File: config.mk
export PLATFORM = sky130hd
export DESIGN_NAME = spi_cmd_ctrl_flat
export DESIGN_NICKNAME = d
export VERILOG_FILES = /design/src/rtl/spi_cmd_ctrl_if.sv /design/src/rtl/spi_cmd_ctrl.sv /design/src/flat_wrapper.sv
export SDC_FILE = /design/constraint.sdc
export NUM_CORES = 1
export LEC_CHECK = 0
export CELL_PAD_IN_SITES_DETAIL_PLACEMENT = 1
export CELL_PAD_IN_SITES_GLOBAL_PLACEMENT = 2
export CORE_MARGIN = 1.5
export CORE_UTILIZATION = 34
export DETAILED_ROUTE_END_ITERATION = 10
export GPL_TIMING_DRIVEN = 0
export PLACE_DENSITY_LB_ADDON = 0.1
export SKIP_CTS_REPAIR_TIMING = 1
export SLEW_MARGIN = 10
export SYNTH_ARGS = -nofsm -noshare
export SYNTH_HDL_FRONTEND = slang
export SYNTH_SLANG_ARGS = --single-unit
File: constraint.sdc
create_clock -name clk -period 2.5 [get_ports clk]
set_input_delay 0.5 -clock clk [delete_from_list [all_inputs] [get_ports clk]]
set_output_delay 0.5 -clock clk [all_outputs]
set_load 0.03 [all_outputs]
File: src/rtl/spi_cmd_ctrl_if.sv
// Bus bundle between the SPI byte front-end, the accelerator and spi_cmd_ctrl.
// The slave modport is the controller's view; the master modport is the environment's view.
interface spi_cmd_ctrl_if;
  logic       rx_valid;
  logic [7:0] rx_data;
  logic       cs_n;
  logic [7:0] tx_data;
  logic       tx_load;
  logic       acc_start;
  logic [7:0] acc_arg;
  logic       acc_done;
  logic [2:0] led;
  logic       busy;
  logic       err;

  modport slave (
    input  rx_valid, rx_data, cs_n, acc_done,
    output tx_data, tx_load, acc_start, acc_arg, led, busy, err
  );

  modport master (
    output rx_valid, rx_data, cs_n, acc_done,
    input  tx_data, tx_load, acc_start, acc_arg, led, busy, err
  );
endinterface

File: src/rtl/spi_cmd_ctrl.sv
// SPI command decoder: LED write, accelerator job with timeout, and status read.
// All outputs are registered; the next-state logic computes every register's next value.
module spi_cmd_ctrl #(
  parameter int TIMEOUT_CYCLES = 1024
) (
  input logic          clk,
  input logic          reset,
  spi_cmd_ctrl_if.slave bus
);

  // Wide enough to hold TIMEOUT_CYCLES itself so the saturation limit never wraps.
  localparam int CW = $clog2(TIMEOUT_CYCLES + 1);
  localparam logic [CW-1:0] CNT_LAST = CW'(TIMEOUT_CYCLES - 1);

  typedef enum logic [2:0] {IDLE, GET_ARG, EXEC, WAIT_ACC, RESP} state_t;

  state_t        state_reg, state_next;
  logic [1:0]    opcode_reg, opcode_next;
  logic [7:0]    arg_reg, arg_next;
  logic [2:0]    led_reg, led_next;
  logic [7:0]    tx_data_reg, tx_data_next;
  logic          tx_load_reg, tx_load_next;
  logic          acc_start_reg, acc_start_next;
  logic [7:0]    acc_arg_reg, acc_arg_next;
  logic          busy_reg, busy_next;
  logic          err_reg, err_next;
  logic          done_reg, done_next;
  logic [CW-1:0] count_reg, count_next;

  always_ff @(posedge clk or negedge reset) begin
    if (!reset) begin
      state_reg     <= IDLE;
      opcode_reg    <= 2'd0;
      arg_reg       <= 8'h00;
      led_reg       <= 3'b111;
      tx_data_reg   <= 8'h00;
      tx_load_reg   <= 1'b0;
      acc_start_reg <= 1'b0;
      acc_arg_reg   <= 8'h00;
      busy_reg      <= 1'b0;
      err_reg       <= 1'b0;
      done_reg      <= 1'b0;
      count_reg     <= '0;
    end else begin
      state_reg     <= state_next;
      opcode_reg    <= opcode_next;
      arg_reg       <= arg_next;
      led_reg       <= led_next;
      tx_data_reg   <= tx_data_next;
      tx_load_reg   <= tx_load_next;
      acc_start_reg <= acc_start_next;
      acc_arg_reg   <= acc_arg_next;
      busy_reg      <= busy_next;
      err_reg       <= err_next;
      done_reg      <= done_next;
      count_reg     <= count_next;
    end
  end

  always_comb begin
    state_next     = state_reg;
    opcode_next    = opcode_reg;
    arg_next       = arg_reg;
    led_next       = led_reg;
    tx_data_next   = tx_data_reg;
    tx_load_next   = 1'b0;
    acc_start_next = 1'b0;
    acc_arg_next   = acc_arg_reg;
    busy_next      = busy_reg;
    err_next       = err_reg;
    done_next      = done_reg;
    count_next     = count_reg;

    case (state_reg)
      IDLE: begin
        if (bus.rx_valid) begin
          case (bus.rx_data)
            8'h01, 8'h02: begin
              opcode_next = bus.rx_data[1:0];
              state_next  = GET_ARG;
            end
            8'h03: state_next = RESP;
            default: begin
              err_next     = 1'b1;
              tx_data_next = 8'hEE;
              tx_load_next = 1'b1;
            end
          endcase
        end
      end

      GET_ARG: begin
        // A frame that ends before its argument arrives is discarded silently.
        if (bus.cs_n) begin
          state_next = IDLE;
        end else if (bus.rx_valid) begin
          arg_next   = bus.rx_data;
          state_next = EXEC;
        end
      end

      EXEC: begin
        if (opcode_reg == 2'd1) begin
          led_next     = arg_reg[2:0];
          tx_data_next = 8'hA1;
          tx_load_next = 1'b1;
          state_next   = IDLE;
        end else begin
          acc_arg_next   = arg_reg;
          acc_start_next = 1'b1;
          busy_next      = 1'b1;
          count_next     = '0;
          state_next     = WAIT_ACC;
        end
      end

      WAIT_ACC: begin
        if (count_reg != CNT_LAST) count_next = count_reg + 1'b1;
        // Completion takes priority over an expiring timeout in the same cycle.
        if (bus.acc_done) begin
          busy_next    = 1'b0;
          done_next    = 1'b1;
          tx_data_next = 8'hA2;
          tx_load_next = 1'b1;
          state_next   = IDLE;
        end else if (count_reg == CNT_LAST) begin
          busy_next    = 1'b0;
          err_next     = 1'b1;
          tx_data_next = 8'hE1;
          tx_load_next = 1'b1;
          state_next   = IDLE;
        end else if (bus.rx_valid) begin
          tx_data_next = 8'hB5;
          tx_load_next = 1'b1;
        end
      end

      RESP: begin
        tx_data_next = {busy_reg, err_reg, done_reg, 2'b00, led_reg};
        tx_load_next = 1'b1;
        err_next     = 1'b0;
        done_next    = 1'b0;
        state_next   = IDLE;
      end

      default: state_next = IDLE;
    endcase
  end

  assign bus.tx_data   = tx_data_reg;
  assign bus.tx_load   = tx_load_reg;
  assign bus.acc_start = acc_start_reg;
  assign bus.acc_arg   = acc_arg_reg;
  assign bus.led       = led_reg;
  assign bus.busy      = busy_reg;
  assign bus.err       = err_reg;

endmodule

File: src/flat_wrapper.sv
// flat-port wrapper written by rule: the top's interface ports become plain ports
module spi_cmd_ctrl_flat 
#(
  parameter int TIMEOUT_CYCLES = 1024
)
  (clk, reset, bus_rx_valid, bus_rx_data, bus_cs_n, bus_acc_done, bus_tx_data, bus_tx_load, bus_acc_start, bus_acc_arg, bus_led, bus_busy, bus_err);
  spi_cmd_ctrl_if bus_i ();
  input logic clk;
  input logic reset;
  input wire logic [$bits(bus_i.rx_valid)-1:0] bus_rx_valid;
  input wire logic [$bits(bus_i.rx_data)-1:0] bus_rx_data;
  input wire logic [$bits(bus_i.cs_n)-1:0] bus_cs_n;
  input wire logic [$bits(bus_i.acc_done)-1:0] bus_acc_done;
  output wire logic [$bits(bus_i.tx_data)-1:0] bus_tx_data;
  output wire logic [$bits(bus_i.tx_load)-1:0] bus_tx_load;
  output wire logic [$bits(bus_i.acc_start)-1:0] bus_acc_start;
  output wire logic [$bits(bus_i.acc_arg)-1:0] bus_acc_arg;
  output wire logic [$bits(bus_i.led)-1:0] bus_led;
  output wire logic [$bits(bus_i.busy)-1:0] bus_busy;
  output wire logic [$bits(bus_i.err)-1:0] bus_err;
  assign bus_i.rx_valid = bus_rx_valid;
  assign bus_i.rx_data = bus_rx_data;
  assign bus_i.cs_n = bus_cs_n;
  assign bus_i.acc_done = bus_acc_done;
  assign bus_tx_data = bus_i.tx_data;
  assign bus_tx_load = bus_i.tx_load;
  assign bus_acc_start = bus_i.acc_start;
  assign bus_acc_arg = bus_i.acc_arg;
  assign bus_led = bus_i.led;
  assign bus_busy = bus_i.busy;
  assign bus_err = bus_i.err;
  spi_cmd_ctrl #(.TIMEOUT_CYCLES(TIMEOUT_CYCLES)) u_core (.clk(clk), .reset(reset), .bus(bus_i));
endmodule
# Yosys cells after proc, flatten, opt, wreduce, memory -nomap -nowiden
# Cells that the tools add are included.
# W data, S select, Z words.
word_totals:
  ff_bits: 48
  input_bits: 13
  output_inout_bits: 23
  elab_cells: 92
op_classes:
  n_addsub: 1
  eq_ne: 22
  muxes: 38
  n_bitwise: 2
  n_reduce_logical: 17
op_table:
  columns: ["cell", "count"]
  rows:
  - ["$mux W8", 6]
  - ["$pmux W8 S4", 1]
  - ["$mux W11", 2]
  - ["$pmux W11 S2", 1]
  - ["$eq A8 B2 Y1 const B", 2]
  - ["$mux W1", 16]
  - ["$mux W3", 5]
  - ["$pmux W3 S4", 1]
  - ["$reduce_and A3 Y1", 4]
  - ["$add A11 B1 Y11 const B", 1]
  - ["$eq A11 B10 Y1 const B", 1]
  - ["$ne A11 B10 Y1 const B", 1]
  - ["$ne A2 B2 Y1 const B", 5]
  - ["$reduce_and A5 Y1", 2]
  - ["$eq A8 B1 Y1 const B", 1]
  - ["$eq A3 B2 Y1 const B", 2]
  - ["$ne A2 B1 Y1 const B", 3]
  - ["$ne A3 B3 Y1 const B", 2]
  - ["$pmux W3 S2", 1]
  - ["$reduce_and A2 Y1", 3]
  - ["$ne A4 B3 Y1 const B", 1]
  - ["$pmux W1 S2", 2]
  - ["$pmux W1 S4", 1]
  - ["$reduce_and A4 Y1", 1]
  - ["13 further kinds", 15]

# Logic depth before layout (Yosys ltp)
# Gate-level depths: netlist (run 1).
depth:
  depth_word: 5
  ltp_mapped: 8
  depth_no_buf: 6

# Worst setup path before layout (run 1)
# Ideal clock, no wire load.
synth_path:
  path_kind: "register -> register"
  start: "register u_core.count_reg[0]"
  end: "register u_core.tx_data_reg[0] (netlist: u_core.bus.tx_data[0])"
  setup_ns: 0.127
  arrival_time_ns: 1.914
  required_ns: 2.373
  setup_slack_ns: 0.458
  path_stages_with_launch: 8
  path_buffers: 1
  period_less_slack_ns: 2.042
  cell_sequence: "dfrtp_1 -> ha_1 -> and3_1 -> nand3_4 -> or4_1 -> buf_2 -> nand2_4 -> mux2_1"
synth_between:
  elab_chain_len: 4
synth_lines:
  columns: ["element", "line", "rtl"]
  rows:
  - ["start: declaration", "spi_cmd_ctrl.sv:28", "logic [CW-1:0] count_reg, count_next;"]
  - ["start signal: assignment", "spi_cmd_ctrl.sv:56", "count_reg <= count_next;"]
  - ["$eq A11 B10 Y1 (*)", "spi_cmd_ctrl.sv:126", "end else if (count_reg == CNT_LAST) begin"]
  - ["$mux W8", "spi_cmd_ctrl.sv:126", null]
  - ["$mux W8", "spi_cmd_ctrl.sv:120", "if (bus.acc_done) begin"]
  - ["$pmux W8 S4", "spi_cmd_ctrl.sv:74", "case (state_reg)"]
  - ["end signal: assignment", "spi_cmd_ctrl.sv:49", "tx_data_reg <= tx_data_next;"]
  - ["end: declaration", "spi_cmd_ctrl.sv:21", "logic [7:0] tx_data_reg, tx_data_next;"]
# Mark *: on every way between the ends. The rest lies on a longest branch, timed or not.
# A chain may end at the register's enable or synchronous reset.

# Worst setup path after layout (run 1)
layout_path:
  start: "input port bus_rx_data[7]"
  end: "register u_core.tx_data_reg[0] (netlist: u_core.bus.tx_data[0])"
layout_between:
  elab_chain_len: 4
layout_lines:
  columns: ["element", "line", "rtl"]
  rows:
  - ["start: declaration", "flat_wrapper.sv:11", "input wire logic [$bits(bus_i.rx_data)-1:0] bus_rx_data;"]
  - ["$eq A8 B1 Y1 / $eq A8 B2 Y1 (equally long branches)", "spi_cmd_ctrl.sv:77", "case (bus.rx_data)"]
  - ["$reduce_or A3 Y1 (no line) (*)", null, null]
  - ["$ne A2 B2 Y1 (no line) (*)", null, null]
  - ["$reduce_and A5 Y1 (no line) (*)", null, null]
# Marked as above.

==> flow_metrics.py, run 1 <==
metrics = {
    "place": {
        "gp_congestion": 0.752,
        "io_buffer_count": 35,
        "dpl_worst_slack_ps": -293,
        "dp_hpwl_um": 4070,
        "dp.cells": 331,
        "dpl-instance-area_sq_um": 2730,
    },
    "job": {
        "drv_cap": 0,
    },
    "drt": {
        "avgViaCountPerCell": 5.35,
        "drc": 0,
        "wl_um": 5660,
        "num_vias": 1815,
        "postRouteAntennaNets": 0,
        "drtIter0Drc": 70,
        "drt-wirelength-per-cell_um": 16.7,
        "firstDrtPassIters": 4,
    },
    "critical_path": {
        "critPathCapture": "u_core.bus.tx_data[0]",
        "r2r-start": "u_core.count_reg[0]",
        "critPathBufInv": 1,
        "cp_max_fo": 7,
        "crit_path_top_delay_cell": "nor4_2",
        "crit_arrival_ps": 2520,
        "crit_start": "bus_rx_data[7]",
        "cp.depth": 6,
        "required_ps": 2700,
        "critPathKind": "input pin to flip-flop",
        "r2r-end": "u_core.bus.tx_data[0]",
        "rrSetupSlack_ps": 220,
        "path_cells": "clkdlybuf4s50_1 -> nor4_2 -> a31oi_2 -> a21oi_2 -> nand2_4 -> mux2_1",
        "ff2ff_path_depth": 7,
        "start_kind": "input pin",
        "critical-path-top-delay-family": "simple AND/OR/NAND/NOR gates",
        "cp-end-kind": "flip-flop",
        "slowest_delay_ps": 560,
    },
    "yosys": {
        "syn_area_sq_um": 2270,
        "syn-instance-count": 218,
        "postSynthNetCount": 232,
        "synthTopCellsByArea": "dfrtp_1 50%, mux2_2 6.4%, nand2_1 6.4%",
        "yosysMostFrequentCell": "dfrtp_1",
        "postSynthAreaPerCell_sq_um": 10.4,
        "synth_edf_count": 0,
        "synth.distinct_cells": 52,
        "synth_top_cell_by_area": "dfrtp_1",
        "synth-main-ff-cell": "dfrtp_1",
        "yosys_register_bits": 48,
        "synthArstFlopShare": 1.00,
        "synth_common_cells": "45 x dfrtp_1, 39 x nand2_1, 19 x nor2_1",
        "synth.top_cell.area_share": 0.496,
        "yosysSeqAreaShare": 0.531,
        "synth_warnings": 0,
    },
    "pwr": {
        "p_leak_nw": 1.15,
        "power_density_nw_per_um2": 1020,
        "ir_worst_vdd_uv": 673,
    },
    "final_layout": {
        "fin_cells": 339,
        "largest_reg_flops": 11,
        "final_util": 0.444,
        "fill_cells": 753,
        "syn2layout_area_growth_pct": 24.9,
        "nets": 275,
        "final_area_sq_um": 2840,
        "n_antenna_cell": 0,
        "layout-drive-gt1-share": 0.145,
    },
    "cts": {
        "insertion_delay_ps": 310,
        "cts_tree": "yes",
        "cts_buffers": 5,
        "cts_htree_levels": 2,
        "clkTransAtPathRegs_ps": 90,
        "clockRootBuffer": "clkbuf_8",
        "clk_path_buf_depth": 2,
        "clkSinkCount": 48,
    },
    "timing": {
        "whs_ps": 139,
        "fin_skew_ps": 9.15,
        "rsz0062_at_grt": "no",
        "maxSlewHeadroom": 0.573,
        "worst_pin_slew_ps": 636,
        "min_period_ps": 2320,
        "maxSlewViolCount": 0,
        "setup_ws_ps": 181,
        "setup_viol": 0,
        "finalCritPeriodShare": 0.928,
        "max_freq_mhz": 431,
        "hold_viol": 0,
    },
    "global_route": {
        "antenna_found_initial": 0,
        "grt_pass1_wl_um": 10000,
        "grt_pass1_vias": 1958,
        "grt_start_max_net_pins": 30,
        "track_usage": 0.175,
        "grt_overflow_total": 0,
    },
    "run_status": {
        "outcome": "completed",
    },
    "floorplan": {
        "die-area_sq_um": 7180,
        "core_area_sq_um": 6390,
        "rows": 29,
        "ioPinCount": 36,
        "start_util": 0.356,
        "die_w_um": 84.7,
        "die_h_um": 84.7,
    },
    "min_path": {
        "hold_path.class": "input pin to async pin",
    },
}
[stage by stage]
step,power (mW),TNS (ps)
finish,2.88,0
global route,3.07,0
CTS,2.91,0
detailed placement,2.40,-1420
global placement,2.38,-26000
floorplan,1.92,0
[layout by cell type, fill, tap and decap left out, drive strengths merged, types with 5 or more instances in the layout]
| master | instances |
|---|---|
| dfrtp | 45 |
| clkdlybuf4s50 | 34 |
| a21oi | 5 |
| o21ai | 14 |
| nor2 | 19 |
| clkbuf | 12 |
| buf | 6 |
| nand2 | 40 |
| nand3 | 6 |
| nand4 | 6 |
| mux2 | 15 |
[logic make-up (layout without fill, tap and decap cells)]
kind of cell	count (synthesis)	in the layout	share of synthesized area
simple gates	93	93	0.206
fa+ha+maj	1	1	0.00551
compound gates	42	42	0.128
flops	48	48	0.531
buf+inv	12	56	0.0270
xor+xnor	5	5	0.0193
mux	17	17	0.0832
[per-layer routing]
layer / global-route usage / vias up / share of wire
met2: 0.283 / 36 / 0.46
met3: 0.0324 / 6 / 0.033
met5: 0 / - / 0
met1: 0.243 / 909 / 0.49
met4: 0.0455 / 0 / 0.012
li1: - / 864 / -
[report_power, final]
| group | leakage, nW | internal [mW] | switching, mW | total, mW |
|---|---|---|---|---|
| Combinational | 0.531 | 0.522 | 0.682 | 1.20 |
| Clock | 0.0445 | 0.225 | 0.271 | 0.496 |
| Sequential | 0.574 | 1.01 | 0.165 | 1.18 |
[worst min path at each step]
stage	end	cells past startpoint	from
2_1_floorplan	u_core.arg_reg[0]	0	reset
3_3_place_gp	u_core.bus.acc_arg[3]	2	u_core.arg_reg[3]
3_5_place_dp	u_core.bus.acc_arg[5]	2	u_core.arg_reg[5]
4_1_cts	u_core.bus.tx_load	1	reset
5_1_grt	u_core.bus.tx_load	1	reset
6_report	u_core.bus.tx_load	1	reset
[cell type report]
cell class                 instances  area, sq um  area share
timing repair buffer              36          365       0.129
buffer                             9         50.0      0.0176
inverter                           3         11.3     0.00397
clock inverter                     1         7.51     0.00265
tap                               77         96.3      0.0340
multi-input combinational        158         1010       0.358
clock buffer                       7         86.3      0.0304
sequential                        48         1200       0.425
Power figures use the tool's default switching activity.
==> inputs of run 2 (changes only) <==
Settings changed: SKIP_CTS_REPAIR_TIMING 1 to not set, SLEW_MARGIN 10 to not set.
==> results of run 2 <==
No change in the layout: final DEF, timing and power equal those of run 1.
